### config.mk
export PLATFORM = sky130hd
export DESIGN_NAME = fifo_read_port_flat
export DESIGN_NICKNAME = d
export VERILOG_FILES = /design/src/rtl/fifo_read_port_if.sv /design/src/rtl/fifo_read_port.sv /design/src/flat_wrapper.sv
export SDC_FILE = /design/constraint.sdc
export NUM_CORES = 1
export LEC_CHECK = 0
export CORE_UTILIZATION = 45
export DETAILED_ROUTE_END_ITERATION = 12
export PLACE_DENSITY = 0.82
export SLEW_MARGIN = 40
export SYNTH_ARGS = -nofsm -noshare
export SYNTH_HDL_FRONTEND = slang
export SYNTH_SLANG_ARGS = --single-unit
### constraint.sdc
create_clock -name rclk -period 4.8 [get_ports rclk]
set_input_delay 0.72 -clock rclk [delete_from_list [all_inputs] [get_ports rclk]]
set_output_delay 0.72 -clock rclk [all_outputs]
set_load 0.02 [all_outputs]
### src/rtl/fifo_read_port_if.sv
// Read-domain bundle between the FIFO read controller, the FIFO memory,
// the write-pointer synchronizer and the downstream consumer.
interface fifo_read_port_if #(
  parameter int DATASIZE = 16,
  parameter int ADDRSIZE = 8
) ();
  logic [ADDRSIZE:0]   rq2_wptr;
  logic [DATASIZE-1:0] rdata;
  logic [ADDRSIZE-1:0] raddr;
  logic [ADDRSIZE:0]   rptr;
  logic                rempty;
  logic [DATASIZE-1:0] dout;
  logic                dout_valid;
  logic                dout_ready;
  logic [ADDRSIZE:0]   rlevel;

  // The read controller drives the memory address, pointer, flags and output word.
  modport master (
    input  rq2_wptr, rdata, dout_ready,
    output raddr, rptr, rempty, dout, dout_valid, rlevel
  );

  modport slave (
    output rq2_wptr, rdata, dout_ready,
    input  raddr, rptr, rempty, dout, dout_valid, rlevel
  );
endinterface

### src/rtl/fifo_read_port.sv
// Read-side controller of the dual-clock FIFO: read pointer, empty flag, level
// and a registered first-word-fall-through output stage, all on rclk.
module fifo_read_port #(
  parameter int DATASIZE = 16,
  parameter int ADDRSIZE = 8
) (
  input  logic             rclk,
  input  logic             rrst,
  fifo_read_port_if.master bus
);

  typedef enum logic [1:0] {
    ST_EMPTY,
    ST_HOLD,
    ST_STREAM
  } out_state_e;

  out_state_e          out_state;
  logic [ADDRSIZE:0]   rbin;
  logic [ADDRSIZE:0]   rbinnext;
  logic [ADDRSIZE:0]   rgraynext;
  logic [ADDRSIZE:0]   wbin;
  logic [ADDRSIZE:0]   rptr_q;
  logic [ADDRSIZE:0]   rlevel_q;
  logic                rempty_q;
  logic                dout_valid_q;
  logic [DATASIZE-1:0] dout_q;
  logic                rinc;

  function automatic logic [ADDRSIZE:0] gray2bin(input logic [ADDRSIZE:0] g);
    logic [ADDRSIZE:0] b;
    b[ADDRSIZE] = g[ADDRSIZE];
    for (int i = ADDRSIZE - 1; i >= 0; i--) begin
      b[i] = b[i+1] ^ g[i];
    end
    return b;
  endfunction

  // Pop only when memory holds a word and the output slot is free or draining.
  assign rinc      = !rempty_q && ((out_state == ST_EMPTY) || bus.dout_ready);
  assign rbinnext  = rbin + {{ADDRSIZE{1'b0}}, rinc};
  assign rgraynext = (rbinnext >> 1) ^ rbinnext;
  assign wbin      = gray2bin(bus.rq2_wptr);

  // NOTE: all state below is updated with non-blocking assignments so every
  // flop samples the pre-edge values of its neighbours.
  always_ff @(posedge rclk) begin
    if (rrst) begin
      rbin         <= '0;
      rptr_q       <= '0;
      rempty_q     <= 1'b1;
      rlevel_q     <= '0;
      // NOTE: the output word is a single register, not a memory, so it is
      // cleared on reset to give a defined dout; the FIFO array itself is not.
      dout_q       <= '0;
      dout_valid_q <= 1'b0;
      out_state    <= ST_EMPTY;
    end else begin
      rbin     <= rbinnext;
      rptr_q   <= rgraynext;
      rempty_q <= (rgraynext == bus.rq2_wptr);
      rlevel_q <= wbin - rbinnext;

      if (rinc) begin
        dout_q       <= bus.rdata;
        dout_valid_q <= 1'b1;
        out_state    <= (out_state == ST_EMPTY) ? ST_HOLD : ST_STREAM;
      end else if (bus.dout_ready) begin
        dout_valid_q <= 1'b0;
        out_state    <= ST_EMPTY;
      end else if (out_state == ST_STREAM) begin
        out_state <= ST_HOLD;
      end
    end
  end

  assign bus.raddr      = rbin[ADDRSIZE-1:0];
  assign bus.rptr       = rptr_q;
  assign bus.rempty     = rempty_q;
  assign bus.rlevel     = rlevel_q;
  assign bus.dout       = dout_q;
  assign bus.dout_valid = dout_valid_q;

endmodule

### src/flat_wrapper.sv
// flat-port wrapper written by rule: the top's interface ports become plain ports
module fifo_read_port_flat 
#(
  parameter int DATASIZE = 16,
  parameter int ADDRSIZE = 8
)
  (rclk, rrst, bus_rq2_wptr, bus_rdata, bus_dout_ready, bus_raddr, bus_rptr, bus_rempty, bus_dout, bus_dout_valid, bus_rlevel);
  fifo_read_port_if #(.DATASIZE(DATASIZE), .ADDRSIZE(ADDRSIZE)) bus_i ();
  input  logic rclk;
  input  logic rrst;
  input wire logic [$bits(bus_i.rq2_wptr)-1:0] bus_rq2_wptr;
  input wire logic [$bits(bus_i.rdata)-1:0] bus_rdata;
  input wire logic [$bits(bus_i.dout_ready)-1:0] bus_dout_ready;
  output wire logic [$bits(bus_i.raddr)-1:0] bus_raddr;
  output wire logic [$bits(bus_i.rptr)-1:0] bus_rptr;
  output wire logic [$bits(bus_i.rempty)-1:0] bus_rempty;
  output wire logic [$bits(bus_i.dout)-1:0] bus_dout;
  output wire logic [$bits(bus_i.dout_valid)-1:0] bus_dout_valid;
  output wire logic [$bits(bus_i.rlevel)-1:0] bus_rlevel;
  assign bus_i.rq2_wptr = bus_rq2_wptr;
  assign bus_i.rdata = bus_rdata;
  assign bus_i.dout_ready = bus_dout_ready;
  assign bus_raddr = bus_i.raddr;
  assign bus_rptr = bus_i.rptr;
  assign bus_rempty = bus_i.rempty;
  assign bus_dout = bus_i.dout;
  assign bus_dout_valid = bus_i.dout_valid;
  assign bus_rlevel = bus_i.rlevel;
  fifo_read_port #(.DATASIZE(DATASIZE), .ADDRSIZE(ADDRSIZE)) u_core (.rclk(rclk), .rrst(rrst), .bus(bus_i));
endmodule
==> results.toml, run 1 <==
[global_route]
grt_pass1_vias = 1792
grt_first_pass_wirelength_um = 7870
top_usage_layer = "met2"
grt_max_degree = 47
grtUsageMet3 = 0.0488
use_met1 = 0.211
track_usage = 0.189
overflow = 0
antenna_found_initial = 0
use_met2 = 0.344

[flow_run]
cap_violations = 0

[clocking]
cts_tree = "done"
postCtsHoldBufs = 0
post_cts_resized = 0
root_buffer = "clkbuf_8"
cts.sinks = 46
cts_made_buffers = 5
cts_setup_buffers = 0
clk_pin_slew_ns = 0.08
cts_buffer_depth = 2
cts.htree.levels = 2
clk_latency_ns = 0.30

[drt]
ant_nets = 0
wl_per_cell_um = 12.6
vias_per_cell = 4.96
drtPass1Iterations = 4
routed_wl_um = 5040
remaining_drc_errors = 0
first_iter_violations = 70
vias = 1985

[setup_path]
crit_fanout = 3
r2r_cells = 14
critPathLaunchType = "input port"
endpoint_kind = "register"
crit_slowest_cell = "clkdlybuf4s50_1"
ff2ff_setup_slack_ns = 1.31
crit_chain = "clkdlybuf4s50_1 -> xnor2_2 -> xnor3_1 -> xor2_2 -> xnor3_1 -> xor2_2 -> xnor2_1 -> ha_1 -> inv_1 -> fa_1 -> a21o_1 -> a21oi_1 -> o21ai_0 -> a21oi_1 -> xor2_1 -> nor2_1"
arrival_ns = 4.39
cp_data_required_time_ns = 4.98
slowest_delay_ns = 0.49
rr_startpoint = "u_core.out_state[1]$_SDFFE_PP0P_"
r2r-end = "u_core.bus.rlevel[8]$_SDFF_PP0_"
critPathKind = "input port to register"

[logic_synthesis]
synthTopCellsByArea = "dfxtp_1, xnor2_1, nand2_1"
ys_types = 44
synth_edf_count = 0
synthCells = 263
synthFlopType = "dfxtp_1"
synthArstFlopShare = 0
synth_seq_cells = 46
yosysTopAreaCell = "dfxtp_1"
syn_area_per_cell_um2 = 8.86
ys_warn_count = 0
synth_area_um2 = 2330
synth_top_area_share = 0.395
ys_seq_area_frac = 0.395
synthesis.nets = 302

[layout]
drive_gt1_frac = 0.0631
final_cell_count_no_fill = 400
syn2layout_area_growth_pct = 37.2
diodes = 0
nets = 371

[timing]
setup_viol = 0
rsz0062_at_grt = "no"
max_freq_mhz = 237
tns_ns = 0
max_slew_margin = 0.688
worst_slew_pin_slew_ns = 0.464
post-route-period-util = 0.878
finalHoldViolCount = 0
min_period_ns = 4.22
final.setup_skew_ns = 0.00378
slew_violations = 0

[placement]
gp_congestion = 0.788
io_buffers = 71
dp_cells = 392
dp_hpwl_um = 3670

[hold_path]
hold_path_class = "register to register"
hold_depth = 2
min_to = "u_core.bus.dout[2]$_SDFFE_PP0P_"
hold_start = "u_core.bus.dout[2]$_SDFFE_PP0P_"

[die]
fp.dieH_um = 74.0
io_pins = 72
core_area_um2 = 4850
dieArea_um2 = 5470
die_width_um = 74.0
std_cell_rows = 25
start_util = 0.481

[power_and_ir_drop]
p_leak_uw = 0.00124
pwr_density_cell_nw_per_um2 = 342
vdd_drop_max_mv = 0.250

[outcome]
status = "finished, final reports clean"
## per-layer routing
metal  part of all wire  wire [µm]  vias up
met5                  0          0        -
met4              0.020        102        0
met3              0.074        375       11
met2               0.48       2400       74
met1               0.43       2170      903
li1                   -          -      997
## where the power goes
group	switching [µW]	leakage, µW	internal (µW)
combinational	191	0.000811	184
clock	128	0.0000524	156
sequential	13.8	0.000378	421
total	333	0.00124	760
## state kept, by name, summed over array words and instances (netlist names)
name / flops
u_core.bus.rptr: 9
u_core.bus.dout: 16
u_core.bus.rlevel: 9
u_core.rbin: 8
u_core.out_state: 2
u_core.bus.rempty: 1
u_core.bus.dout_valid: 1
## critical path: cells and delay by family
family / cells / cell delay [ns]
XOR/XNOR: 7 / 1.73
AND/OR/NAND/NOR: 1 / 0.05
buffers and inverters: 2 / 0.55
AO/OA/AOI/OAI: 4 / 0.75
adder cells (fa/ha/maj): 2 / 0.58
## cell usage in the layout (no fill, tap or decap), types with 2 or more instances in the layout
cell / count
clkdlybuf4s50_1: 71
dfxtp_1: 46
nand2_1: 39
nor2_1: 31
a21oi_1: 25
xnor2_1: 20
xor2_1: 12
inv_1: 10
ha_1: 10
o21ai_0: 8
nor2b_1: 7
nor3_1: 7
clkbuf_8: 5
xnor2_2: 3
xnor3_1: 3
xor2_2: 2
o21a_1: 2
nand2b_1: 2
and2b_4: 2
clkbuf_1: 2
buf_4: 2
## synthesized netlist by cell type (2+ instances only)
library cell and instances:
o21ai_0 8, clkbuf_1 4, inv_1 10, xnor2_2 3
a21oi_1 25, o21a_1 2, nor3_1 7, nand2b_1 2
xnor3_1 3, nand2_1 39, xor2_1 12, dfxtp_1 46
nor2b_1 7, and2b_4 2, xnor2_1 20, nor2_1 31
ha_1 10, xor2_2 2, buf_1 5
## logic make-up (layout without fill, tap and decap cells)
kind of cell,Yosys count,count (layout),synth area share
xor+xnor,40,40,0.184
buf+inv,22,92,0.0392
simple gates,101,101,0.205
flops,46,46,0.395
fa+ha+maj,11,11,0.0623
compound gates,43,43,0.114
## how the worst max path moves through the flow
stage	from	to	slack [ns]	cells past startpoint
final	bus_rq2_wptr[8]	u_core.bus.rlevel[8]$_SDFF_PP0_	0.58	16
after global routing	bus_rq2_wptr[8]	u_core.bus.rlevel[8]$_SDFF_PP0_	0.31	16
after CTS	bus_rq2_wptr[8]	u_core.bus.rlevel[8]$_SDFF_PP0_	0.55	16
after detailed placement	bus_rq2_wptr[8]	u_core.bus.rlevel[8]$_SDFF_PP0_	0.30	16
after global placement	bus_rq2_wptr[8]	u_core.bus.rlevel[8]$_SDFF_PP0_	0.43	16
after floorplan	bus_dout_ready	u_core.bus.rlevel[8]$_SDFF_PP0_	1.08	16
## per-stage QoR
stage	util	hold slack, ns	cell area, µm²	setup WS, ns	total power [µW]
after global routing	0.659	0.473	3200	0.312	1150
after detailed placement	0.637	0.446	3090	0.295	815
after CTS	0.659	0.457	3200	0.553	1100
final	0.659	0.455	3200	0.584	1090
after floorplan	-	0.458	2330	1.08	680
after global placement	0.637	0.441	3090	0.427	809
## layout make-up
type,count,area [µm²]
clock buffers,7,76.3
inverters,11,41.3
multi-input cells,195,1320
repair buffers,73,726
flip-flops and latches,46,921
well taps,67,83.8
clock inverters,1,30.0
fillers,396,1650
(Power assumes the default switching activity.)
==> run 2, diff against run 1 <==
CORE_UTILIZATION = 40   (was 45)
PLACE_DENSITY = 0.74   (was 0.82)
==> run 2 against run 1 <==
Worst hold slack improved by 0.0011 ns. Non-clock buffer count unchanged. Die area is 12% higher. Clock power decreased by 15%. Via count fell by 3.0%. Critical path type unchanged.
==> results.toml, run 2 (same netlist as run 1, synthesis figures left out) <==
[outcome]
status = "finished, final reports clean"

[global_route]
grtUsageMet3 = 0.0407
use_met1 = 0.197
grt_pass1_vias = 1832
antenna_found_initial = 0
use_met2 = 0.291
grt_first_pass_wirelength_um = 8030
track_usage = 0.166
overflow = 0
top_usage_layer = "met2"
grt_max_degree = 47

[clocking]
post_cts_resized = 0
cts_buffer_depth = 2
cts_tree = "done"
root_buffer = "clkbuf_8"
cts_made_buffers = 5
cts.htree.levels = 2
cts_setup_buffers = 0
clk_pin_slew_ns = 0.08
postCtsHoldBufs = 0
cts.sinks = 46
clk_latency_ns = 0.29

[layout]
largest_register_ffs = 16
syn2layout_area_growth_pct = 36.9
mostFrequentLayoutCell = "clkdlybuf4s50_1"
fin_area_um2 = 3190
diodes = 0
final_cell_count_no_fill = 405
multi_input_area_um2 = 1320
nets = 371
drive_gt1_frac = 0.0691
most-common-layout-cells = "clkdlybuf4s50_1, dfxtp_1, nand2_1"
n_fill_cell = 524
seq_area_um2 = 921

[die]
dieArea_um2 = 6130
core_area_um2 = 5570
fp.dieH_um = 78.3
start_util = 0.418
die_width_um = 78.3
std_cell_rows = 27
io_pins = 72

[timing]
slew_violations = 0
tns_ns = 0
finalHoldViolCount = 0
worst_slew_pin_slew_ns = 0.443
setup_viol = 0
setup_ws_ns = 0.620
rsz0062_at_grt = "no"
max_slew_margin = 0.705
max_freq_mhz = 239
post-route-period-util = 0.871
final.setup_skew_ns = 0.00269
min_period_ns = 4.18

[setup_path]
endpoint_kind = "register"
ff2ff_setup_slack_ns = 1.29
critPathKind = "input port to register"
critPathLaunchType = "input port"
crit_fanout = 3
cp_data_required_time_ns = 4.97
arrival_ns = 4.35

[placement]
io_buffers = 71
dpl_worst_slack_ns = 0.311
dp_hpwl_um = 3610
placed_area_um2 = 3100
gp_congestion = 0.783
dp_cells = 397

[drt]
routed_wl_um = 4790
drtPass1Iterations = 4
vias_per_cell = 4.76
first_iter_violations = 44
ant_nets = 0
wl_per_cell_um = 11.8
vias = 1926
remaining_drc_errors = 0

[power_and_ir_drop]
vdd_drop_max_mv = 0.212
total_power_uw = 1050
pwr_density_cell_nw_per_um2 = 328
p_leak_uw = 0.00124

[flow_run]
cap_violations = 0

[hold_path]
hold_path_class = "register to register"
==> run 2: changes by cell type in the layout (fill, tap and decap cells not counted), sizes merged <==
| cell | change |
|---|---|
| bufinv | -1 |
| clkbuf | -1 |
| clkinv | +1 |
| clkinvlp | +1 |
==> run 2: layout make-up <==
type                            instances  share of cell area
Inverter                               11              0.0129
Clock buffer                            6              0.0259
Tap cell                               72              0.0282
Multi-Input combinational cell        195               0.413
Clock inverter                          2             0.00392
Sequential cell                        46               0.289
Timing Repair Buffer                   73               0.227
==> run 2: worst paths after layout <==
path | to | from | cells after the start
hold / removal | u_core.bus.dout[15]$_SDFFE_PP0P_ | u_core.bus.dout[15]$_SDFFE_PP0P_ | 2
setup reg to reg | u_core.bus.rlevel[8]$_SDFF_PP0_ | u_core.out_state[1]$_SDFFE_PP0P_ | 14
setup / recovery | u_core.bus.rlevel[8]$_SDFF_PP0_ | bus_rq2_wptr[8] | 16
hold reg to reg | u_core.bus.dout[15]$_SDFFE_PP0P_ | u_core.bus.dout[15]$_SDFFE_PP0P_ | 2
==> run 2: where the power goes <==
part           total, µW  switching, µW  internal, µW  leakage (µW)
sequential           434           13.7           421      0.000378
combinational        372            188           184      0.000811
clock                242            126           116     0.0000472
total               1050            327           720       0.00124
==> run 2: through the flow <==
stage,hold WS (ns),utilization
after CTS,0.459,0.572
final,0.456,0.572
after global routing,0.483,0.572
after global placement,0.442,0.555
after detailed placement,0.447,0.555
after floorplan,0.458,-
==> run 2: layer usage <==
| layer | up-vias | wire (µm) |
|---|---|---|
| met1 | 859 | 2140 |
| met4 | 0 | 71 |
| met3 | 9 | 293 |
| met5 | - | 0 |
| met2 | 59 | 2280 |
| li1 | 999 | - |
==> run 2: worst max-delay path, stage by stage <==
cell and delay, ns:
clkdlybuf4s50_1 0.49, xnor2_2 0.29, xnor3_1 0.31, xor2_2 0.21
xnor3_1 0.30, xor2_2 0.25, xnor2_1 0.16, ha_1 0.19
inv_1 0.06, fa_1 0.39, a21o_1 0.20, a21oi_1 0.27
o21ai_0 0.13, a21oi_1 0.16, xor2_1 0.16, nor2_1 0.05
